<file path="src/rtl/gray_sync_decoder.sv">
// -----------------------------------------------------------------------------
// gray_sync_decoder
//   Brings a Gray-coded up-counter from a foreign clock domain into clk,
//   decodes it to binary and reports how far it moved since the last sample.
//
// Ports
//   clk        in   sole clock, rising edge
//   rst        in   asynchronous, active-high reset
//   gry_in     in   [W_CTR] Gray count, asynchronous to clk
//   clr        in   synchronous clear, active high, wins over normal updates
//   count_gry  out  [W_CTR] last synchroniser stage
//   count_bin  out  [W_CTR] registered binary decode of count_gry
//   delta      out  [W_CTR] step size (mod 2^W_CTR) while advanced, else 0
//   advanced   out  one-cycle pulse when count_bin changes
//   wrapped    out  one-cycle pulse when an advance passes max -> 0
// -----------------------------------------------------------------------------
module gray_sync_decoder #(
  parameter int unsigned W_CTR  = 4,
  parameter int unsigned N_SYNC = 2
) (
  input  logic             clk,
  input  logic             rst,
  input  logic [W_CTR-1:0] gry_in,
  input  logic             clr,
  output logic [W_CTR-1:0] count_gry,
  output logic [W_CTR-1:0] count_bin,
  output logic [W_CTR-1:0] delta,
  output logic             advanced,
  output logic             wrapped
);

  // Gray to binary: MSB passes through, each lower bit folds in the one above.
  function automatic logic [W_CTR-1:0] gray2bin(input logic [W_CTR-1:0] g);
    logic [W_CTR-1:0] b;
    b[W_CTR-1] = g[W_CTR-1];
    for (int i = int'(W_CTR) - 2; i >= 0; i--) begin
      b[i] = b[i+1] ^ g[i];
    end
    return b;
  endfunction

  // Synchroniser chain: kept as distinct flops with nothing between stages.
  (* async_reg = "true", dont_touch = "true" *)
  logic [W_CTR-1:0] sync_q [N_SYNC];
  logic [W_CTR-1:0] sync_d [N_SYNC];

  logic [W_CTR-1:0] count_bin_q, count_bin_d;
  logic [W_CTR-1:0] delta_q,     delta_d;
  logic             advanced_q,  advanced_d;
  logic             wrapped_q,   wrapped_d;

  logic [W_CTR-1:0] bin_new_c;

  // Next-state: shift the chain, decode the last stage, compare with old value.
  always_comb begin
    bin_new_c   = gray2bin(sync_q[N_SYNC-1]);
    sync_d[0]   = gry_in;
    for (int i = 1; i < int'(N_SYNC); i++) begin
      sync_d[i] = sync_q[i-1];
    end
    count_bin_d = bin_new_c;
    advanced_d  = (bin_new_c != count_bin_q);
    delta_d     = advanced_d ? W_CTR'(bin_new_c - count_bin_q) : '0;
    wrapped_d   = advanced_d && (bin_new_c < count_bin_q);

    if (clr) begin
      for (int i = 0; i < int'(N_SYNC); i++) begin
        sync_d[i] = '0;
      end
      count_bin_d = '0;
      advanced_d  = 1'b0;
      delta_d     = '0;
      wrapped_d   = 1'b0;
    end
  end

  // State registers.
  always_ff @(posedge clk or posedge rst) begin
    if (rst) begin
      for (int i = 0; i < int'(N_SYNC); i++) begin
        sync_q[i] <= '0;
      end
      count_bin_q <= '0;
      delta_q     <= '0;
      advanced_q  <= 1'b0;
      wrapped_q   <= 1'b0;
    end else begin
      for (int i = 0; i < int'(N_SYNC); i++) begin
        sync_q[i] <= sync_d[i];
      end
      count_bin_q <= count_bin_d;
      delta_q     <= delta_d;
      advanced_q  <= advanced_d;
      wrapped_q   <= wrapped_d;
    end
  end

  assign count_gry = sync_q[N_SYNC-1];
  assign count_bin = count_bin_q;
  assign delta     = delta_q;
  assign advanced  = advanced_q;
  assign wrapped   = wrapped_q;

endmodule

</file>
<file path="config.mk">
export PLATFORM = sky130hd
export DESIGN_NAME = gray_sync_decoder
export DESIGN_NICKNAME = d
export VERILOG_FILES = /design/src/rtl/gray_sync_decoder.sv
export SDC_FILE = /design/constraint.sdc
export NUM_CORES = 1
export LEC_CHECK = 0
export CAP_MARGIN = 15
export CORE_MARGIN = 8
export CORE_UTILIZATION = 41
export DETAILED_ROUTE_END_ITERATION = 10
export GPL_TIMING_DRIVEN = 0
export PLACE_DENSITY_LB_ADDON = 0.05
export SYNTH_ARGS = -nofsm -noshare
export SYNTH_HDL_FRONTEND = slang
export SYNTH_SLANG_ARGS = --single-unit
</file>
<file path="constraint.sdc">
create_clock -name clk -period 1.9 [get_ports clk]
set_input_delay 0.19 -clock clk [delete_from_list [all_inputs] [get_ports clk]]
set_output_delay 0.19 -clock clk [all_outputs]
set_load 0.05 [all_outputs]
</file>
==> results_dict.tcl, run 1 <==
set metrics [dict create \
    status "finished, violations left" \
    violations "setup timing" \
    final_area_sq_um 1120 \
    start_util_pct 44.3 \
    syn_inst 62 \
    powerDensity_nw_per_um2 872 \
    fin_crit_ps 2090 \
    grt-ovfl-total 0 \
    wl_mm 1.44 \
    pwr-share-seq_pct 43.7 \
    cts_tree "built" \
    dpl.hpwl_microns 995 \
    finalCoreUtilization_pct 63.3 \
    holdBufCountCts 0 \
    syn_area_sq_um 781 \
    routed.top_layer "met4" \
    drive_gt1_share_pct 28.6 \
    vias 533 \
    drt_pre_antenna_iters 2 \
    drv_slew 0 \
    fin_ws_ps -195 \
    skew_ps 3.76 \
    htreeDepth 1 \
    clock_tree.root_cell "clkbuf_4" \
    wl_per_cell_microns 12.4 \
    synthTopCellsByCount "dfrtp_1 (18), nor2b_1 (11), inv_1 (6)" \
    grt_start_max_net_pins 19 \
    r2r_slack_ps -190 \
    cts.reportedPaths.clkPinSlew_ps 100 \
    ys_ff_latch 18 \
    hold_ws_ps 278 \
    switching_share_pct 32.1 \
    max_freq_mhz 477 \
    combPwrFrac_pct 32.7 \
    n_antenna_cell 0 \
    drtIter0Drc 2 \
    async_flop_share_pct 100 \
    clockPowerShare_pct 23.6 \
    rows 15 \
    cts.path.max_buffers 2 \
    yosysWarnings 0 \
    core-area_sq_um 1760 \
    critical_path_class "flip-flop to flip-flop" \
    clk_latency_ps 290 \
    finalSetupViolations 4 \
    finalCritPeriodShare_pct 110 \
    maxCapViolCount 0 \
    p_total_uw 973 \
    synth-seq-area-share_pct 57.7 \
    area_growth_pct 42.9 \
    relSlewSlack_pct 56.6 \
    globalplace.congestion 0.664 \
    end_kind "flip-flop" \
    p_sw_uw 312 \
    ys_top_cells_by_area "dfrtp_1 (58%), nor2b_1 (8.8%), ha_1 (6.4%), xor2_2 (4.2%), buf_4 (3.8%)" \
    track_usage_pct 9.08 \
    avgSynthCellArea_sq_um 12.6 \
    cp.required_ps 2110 \
    drtAntennaViolNets 0 \
    drcViolationCount 0 \
    yosysTopAreaCellShare_pct 57.7 \
    ir_drop_mv 0.443 \
    rsz0062_at_grt "true" \
    grt_pass1_vias 592 \
    vias_per_cell 4.59 \
    worst_slew_pin_slew_ps 651 \
    finalNetCount 104 \
    cts_buffers 3 \
    wl_met1_microns 524 \
    grt_pass1_wl_mm 2.35 \
    die_height_microns 59.6 \
    clock_sinks 18 \
    worstPathArrival_ps 2310 \
    synth_nets 74 \
    ios 21 \
    ys_types 21 \
    worstPathMaxFanout 2 \
    p_int_uw 661 \
    ys.flop_type "dfrtp_1" \
    antenna_found_initial 0 \
    placed_area_sq_um 1020 \
    die_w_microns 59.6 \
    fin_setup_tns_ps -495 \
    synth_top_area_cell "dfrtp_1" \
    die-area_sq_um 3560 \
    hold_class "primary input to async pin" \
    synth.most_common_cell "dfrtp_1" \
    crit_path_start_kind "flip-flop" \
    rr_startpoint "count_gry[2]" \
    wl_met3_microns 85 \
    synth-edff-count 0 \
    hold_viol 0 \
    worstSetupStartpoint "count_gry[2]" \
    io_buffer_count 20 \
    wl_met2_microns 759 \
    p_leak_nw 0.516 \
]
## critical path, stage by stage (launching register included)
cell      delay (ps)
dfrtp_1          420
xor2_2           210
xnor2_2          230
xor2_2           190
ha_2             210
inv_2             40
fa_2             350
a21o_1           180
a211oi_2         180
## flip-flops by register name (all words and copies together), names as in the netlist
signal     count
count_bin      4
count_gry      4
delta          4
sync_q         4
advanced       1
wrapped        1
## power by group through the flow
stage	Clock (mW)	Combinational, mW	Sequential [mW]
2_1_floorplan	0	0.109	0.522
3_3_place_gp	0	0.284	0.434
4_1_cts	0.240	0.306	0.426
5_1_grt	0.251	0.340	0.430
6_report	0.229	0.318	0.426
3_5_place_dp	0	0.289	0.435
## placed cells by master, fill, tap and decap left out
cell	netlist	layout
a211oi_2	0	1
a21o_1	1	1
a41o_1	1	1
and2_1	1	1
buf_4	4	10
clkbuf_1	1	1
clkbuf_4	0	3
clkbuf_8	0	1
clkdlybuf4s50_1	0	19
dfrtp_1	18	18
fa_2	0	1
ha_1	4	2
ha_2	0	1
ha_4	0	1
inv_1	6	5
inv_2	1	2
nor2_1	3	3
nor2_2	1	1
nor2b_1	11	11
nor3_2	0	1
nor3b_2	0	1
o21a_1	1	1
o21ai_1	1	1
xnor2_1	1	1
xnor2_2	1	1
xor2_2	2	2
## per-stage QoR
stage / cells / setup slack (ps)
after floorplan: 62 / -135
after global placement: 107 / -292
after detailed placement: 107 / -284
after CTS: 116 / -143
after global routing: 116 / -257
final: 116 / -195
## timing repair
| item | CTS | global route |
|---|---|---|
| pin swaps | 7 | 3 |
| endpoints found under the setup margin | 4 | 4 |
| gates resized for setup | 2 | 3 |
| buffers inserted | 5 | 0 |
## cell type report
type                       count  area, sq um
multi-input combinational     32          303
sequential                    18          450
timing repair buffer          25          235
clock buffer                   4         36.3
inverter                       7         26.3
tap                           25         31.3
fill                         158          648
buffer                         5         33.8
## worst paths after layout
kind                                      to  depth (start not counted)
worst max-delay path                 wrapped                          8
worst min-delay path            count_gry[1]                          2
worst max register to register       wrapped                          8
min in group clk                   sync_q[7]                          2
max in group asynchronous       count_bin[1]                          2
worst min register to register  count_gry[1]                          1
## cells by family after synthesis
family / count (synthesis) / share of synthesized area [%]
AO/OA/AOI/OAI: 5 / 4.81
flip-flops: 18 / 57.7
XOR/XNOR: 4 / 7.37
buffers and inverters: 12 / 7.69
AND/OR/NAND/NOR: 18 / 13.5
adder cells (fa/ha/maj): 5 / 8.97
## routing by layer
layer	up-vias	GRT usage, %
met1	259	7.77
li1	245	-
met4	0	8.16
met2	20	16.6
met5	-	0
met3	9	2.39
No activity file was read; power rests on OpenSTA's default activity.
==> run 2: changes to the inputs <==
--- a/config.mk
+++ b/config.mk
@@ -14,3 +14,4 @@
 export SYNTH_ARGS = -nofsm -noshare
 export SYNTH_HDL_FRONTEND = slang
 export SYNTH_SLANG_ARGS = --single-unit
+export TNS_END_PERCENT = 10
==> run 2 against run 1 <==
The flow still finishes with violations (setup timing). Global-route usage down 0.56 points. Hold slack better by 16 ps. Setup slack better by 25 ps. Critical path type unchanged. Highest routed layer unchanged.
==> results_dict.tcl, run 2 (same netlist as run 1, synthesis figures left out) <==
set metrics [dict create \
    start_util_pct 44.3 \
    drv_slew 0 \
    grt_pass1_vias 555 \
    track_usage_pct 8.52 \
    critPathCapture "wrapped" \
    clockPowerShare_pct 19.6 \
    rows 15 \
    reg2reg_to "wrapped" \
    grt-ovfl-total 0 \
    violations "setup timing" \
    place_ws_ps -278 \
    end_kind "flip-flop" \
    status "finished, violations left" \
    combPwrFrac_pct 33.2 \
    critical_path_class "flip-flop to flip-flop" \
    drcViolationCount 0 \
    r2r_slack_ps -170 \
    dpl.hpwl_microns 996 \
    grt_start_max_net_pins 19 \
    hold_ws_ps 294 \
    finalSetupViolations 4 \
    clock_sinks 18 \
    die-area_sq_um 3560 \
    htreeDepth 1 \
    placed_area_sq_um 1020 \
    ios 21 \
    clk_latency_ps 280 \
    finalNetCount 102 \
    vias_per_cell 4.37 \
    pwr-share-seq_pct 47.3 \
    maxCapViolCount 0 \
    final_common_cell "clkdlybuf4s50_1" \
    p_sw_uw 294 \
    worstSetupStartpoint "count_gry[3]" \
    worst_slew_pin_slew_ps 663 \
    final_area_sq_um 1070 \
    hold_viol 0 \
    final_cell_mix "clkdlybuf4s50_1 (19), dfrtp_1 (18), nor2b_1 (11)" \
    globalplace.congestion 0.681 \
    powerDensity_nw_per_um2 842 \
    ir_drop_mv 0.506 \
    drtIter0Drc 5 \
    drt_pre_antenna_iters 2 \
    stdcell_count 113 \
    io_buffer_count 20 \
    wl_per_cell_microns 11.8 \
    drtAntennaViolNets 0 \
    worstPathArrival_ps 2270 \
    drive_gt1_share_pct 23.9 \
    reg2regPathDepth 8 \
    wl_mm 1.33 \
    vias 494 \
    place_inst 107 \
    core-area_sq_um 1760 \
    area_growth_pct 37.0 \
    cts.path.max_buffers 2 \
    skew_ps 1.95 \
    switching_share_pct 32.7 \
    grt_pass1_wl_mm 2.27 \
    cts.reportedPaths.clkPinSlew_ps 90 \
    p_leak_nw 0.497 \
    relSlewSlack_pct 55.7 \
    cts_buffers 3 \
    finalCritPeriodShare_pct 109 \
    cp.required_ps 2100 \
    cts_tree "built" \
    die_height_microns 59.6 \
    rr_startpoint "count_gry[3]" \
    fin_setup_tns_ps -349 \
    antenna_found_initial 0 \
    fin_ws_ps -170 \
    hold_class "primary input to async pin" \
    finalCoreUtilization_pct 60.6 \
    p_total_uw 901 \
    p_int_uw 606 \
    rsz0062_at_grt "true" \
    fin_crit_ps 2070 \
    die_w_microns 59.6 \
    clock_tree.root_cell "clkbuf_4" \
    max_freq_mhz 483 \
    n_antenna_cell 0 \
    crit_path_start_kind "flip-flop" \
    worstPathMaxFanout 3 \
]
[run 2: cell count changes in the layout (fill, tap and decap cells not counted), sizes merged]
cell / change
buf: -2
clkbuf: -1
[run 2: metal layers]
layer	global-route usage, %	vias up	share of wire, %
met4	5.10	0	0.90
met2	14.6	13	52
met1	8.46	239	39
met3	3.25	2	7.9
li1	-	240	-
met5	0	-	0
[run 2: power groups by stage]
| stage | clock network, mW | registers (mW) | logic, mW |
|---|---|---|---|
| global route | 0.197 | 0.430 | 0.321 |
| global placement | 0 | 0.433 | 0.283 |
| floorplan | 0 | 0.522 | 0.109 |
| finish | 0.176 | 0.426 | 0.299 |
| CTS | 0.185 | 0.427 | 0.298 |
| detailed placement | 0 | 0.435 | 0.286 |
[run 2: layout make-up]
class / count / area [sq um]
flip-flops and latches: 18 / 450
inverters: 7 / 26.3
multi-input cells: 32 / 285
well taps: 25 / 31.3
clock buffers: 3 / 22.5
repair buffers: 23 / 220
plain buffers: 5 / 33.8
fillers: 156 / 694
[run 2: repair_timing]
action	CTS	global route
hold buffers	0	0
buffers inserted	3	0
gates cloned	0	0
setup endpoints to repair	4	4
gates resized for setup	3	1
pin swaps	5	1
[run 2: critical path, stage by stage (launching register included)]
cell and delay [ps]:
dfrtp_1 420, xor2_2 200, xnor2_2 230, xor2_2 190
ha_2 210, inv_2 40, fa_2 340, a21o_1 180
a211oi_2 180
[run 2: worst min path at each step]
| stage | from | to | slack, ps | depth (start not counted) |
|---|---|---|---|---|
| 2_1_floorplan | rst | advanced | 130 | 1 |
| 6_report | rst | sync_q[6] | 290 | 2 |
| 3_3_place_gp | sync_q[7] | count_gry[3] | 440 | 1 |
| 3_5_place_dp | sync_q[5] | count_gry[1] | 450 | 1 |
| 5_1_grt | rst | count_gry[1] | 350 | 2 |
| 4_1_cts | rst | sync_q[7] | 320 | 2 |
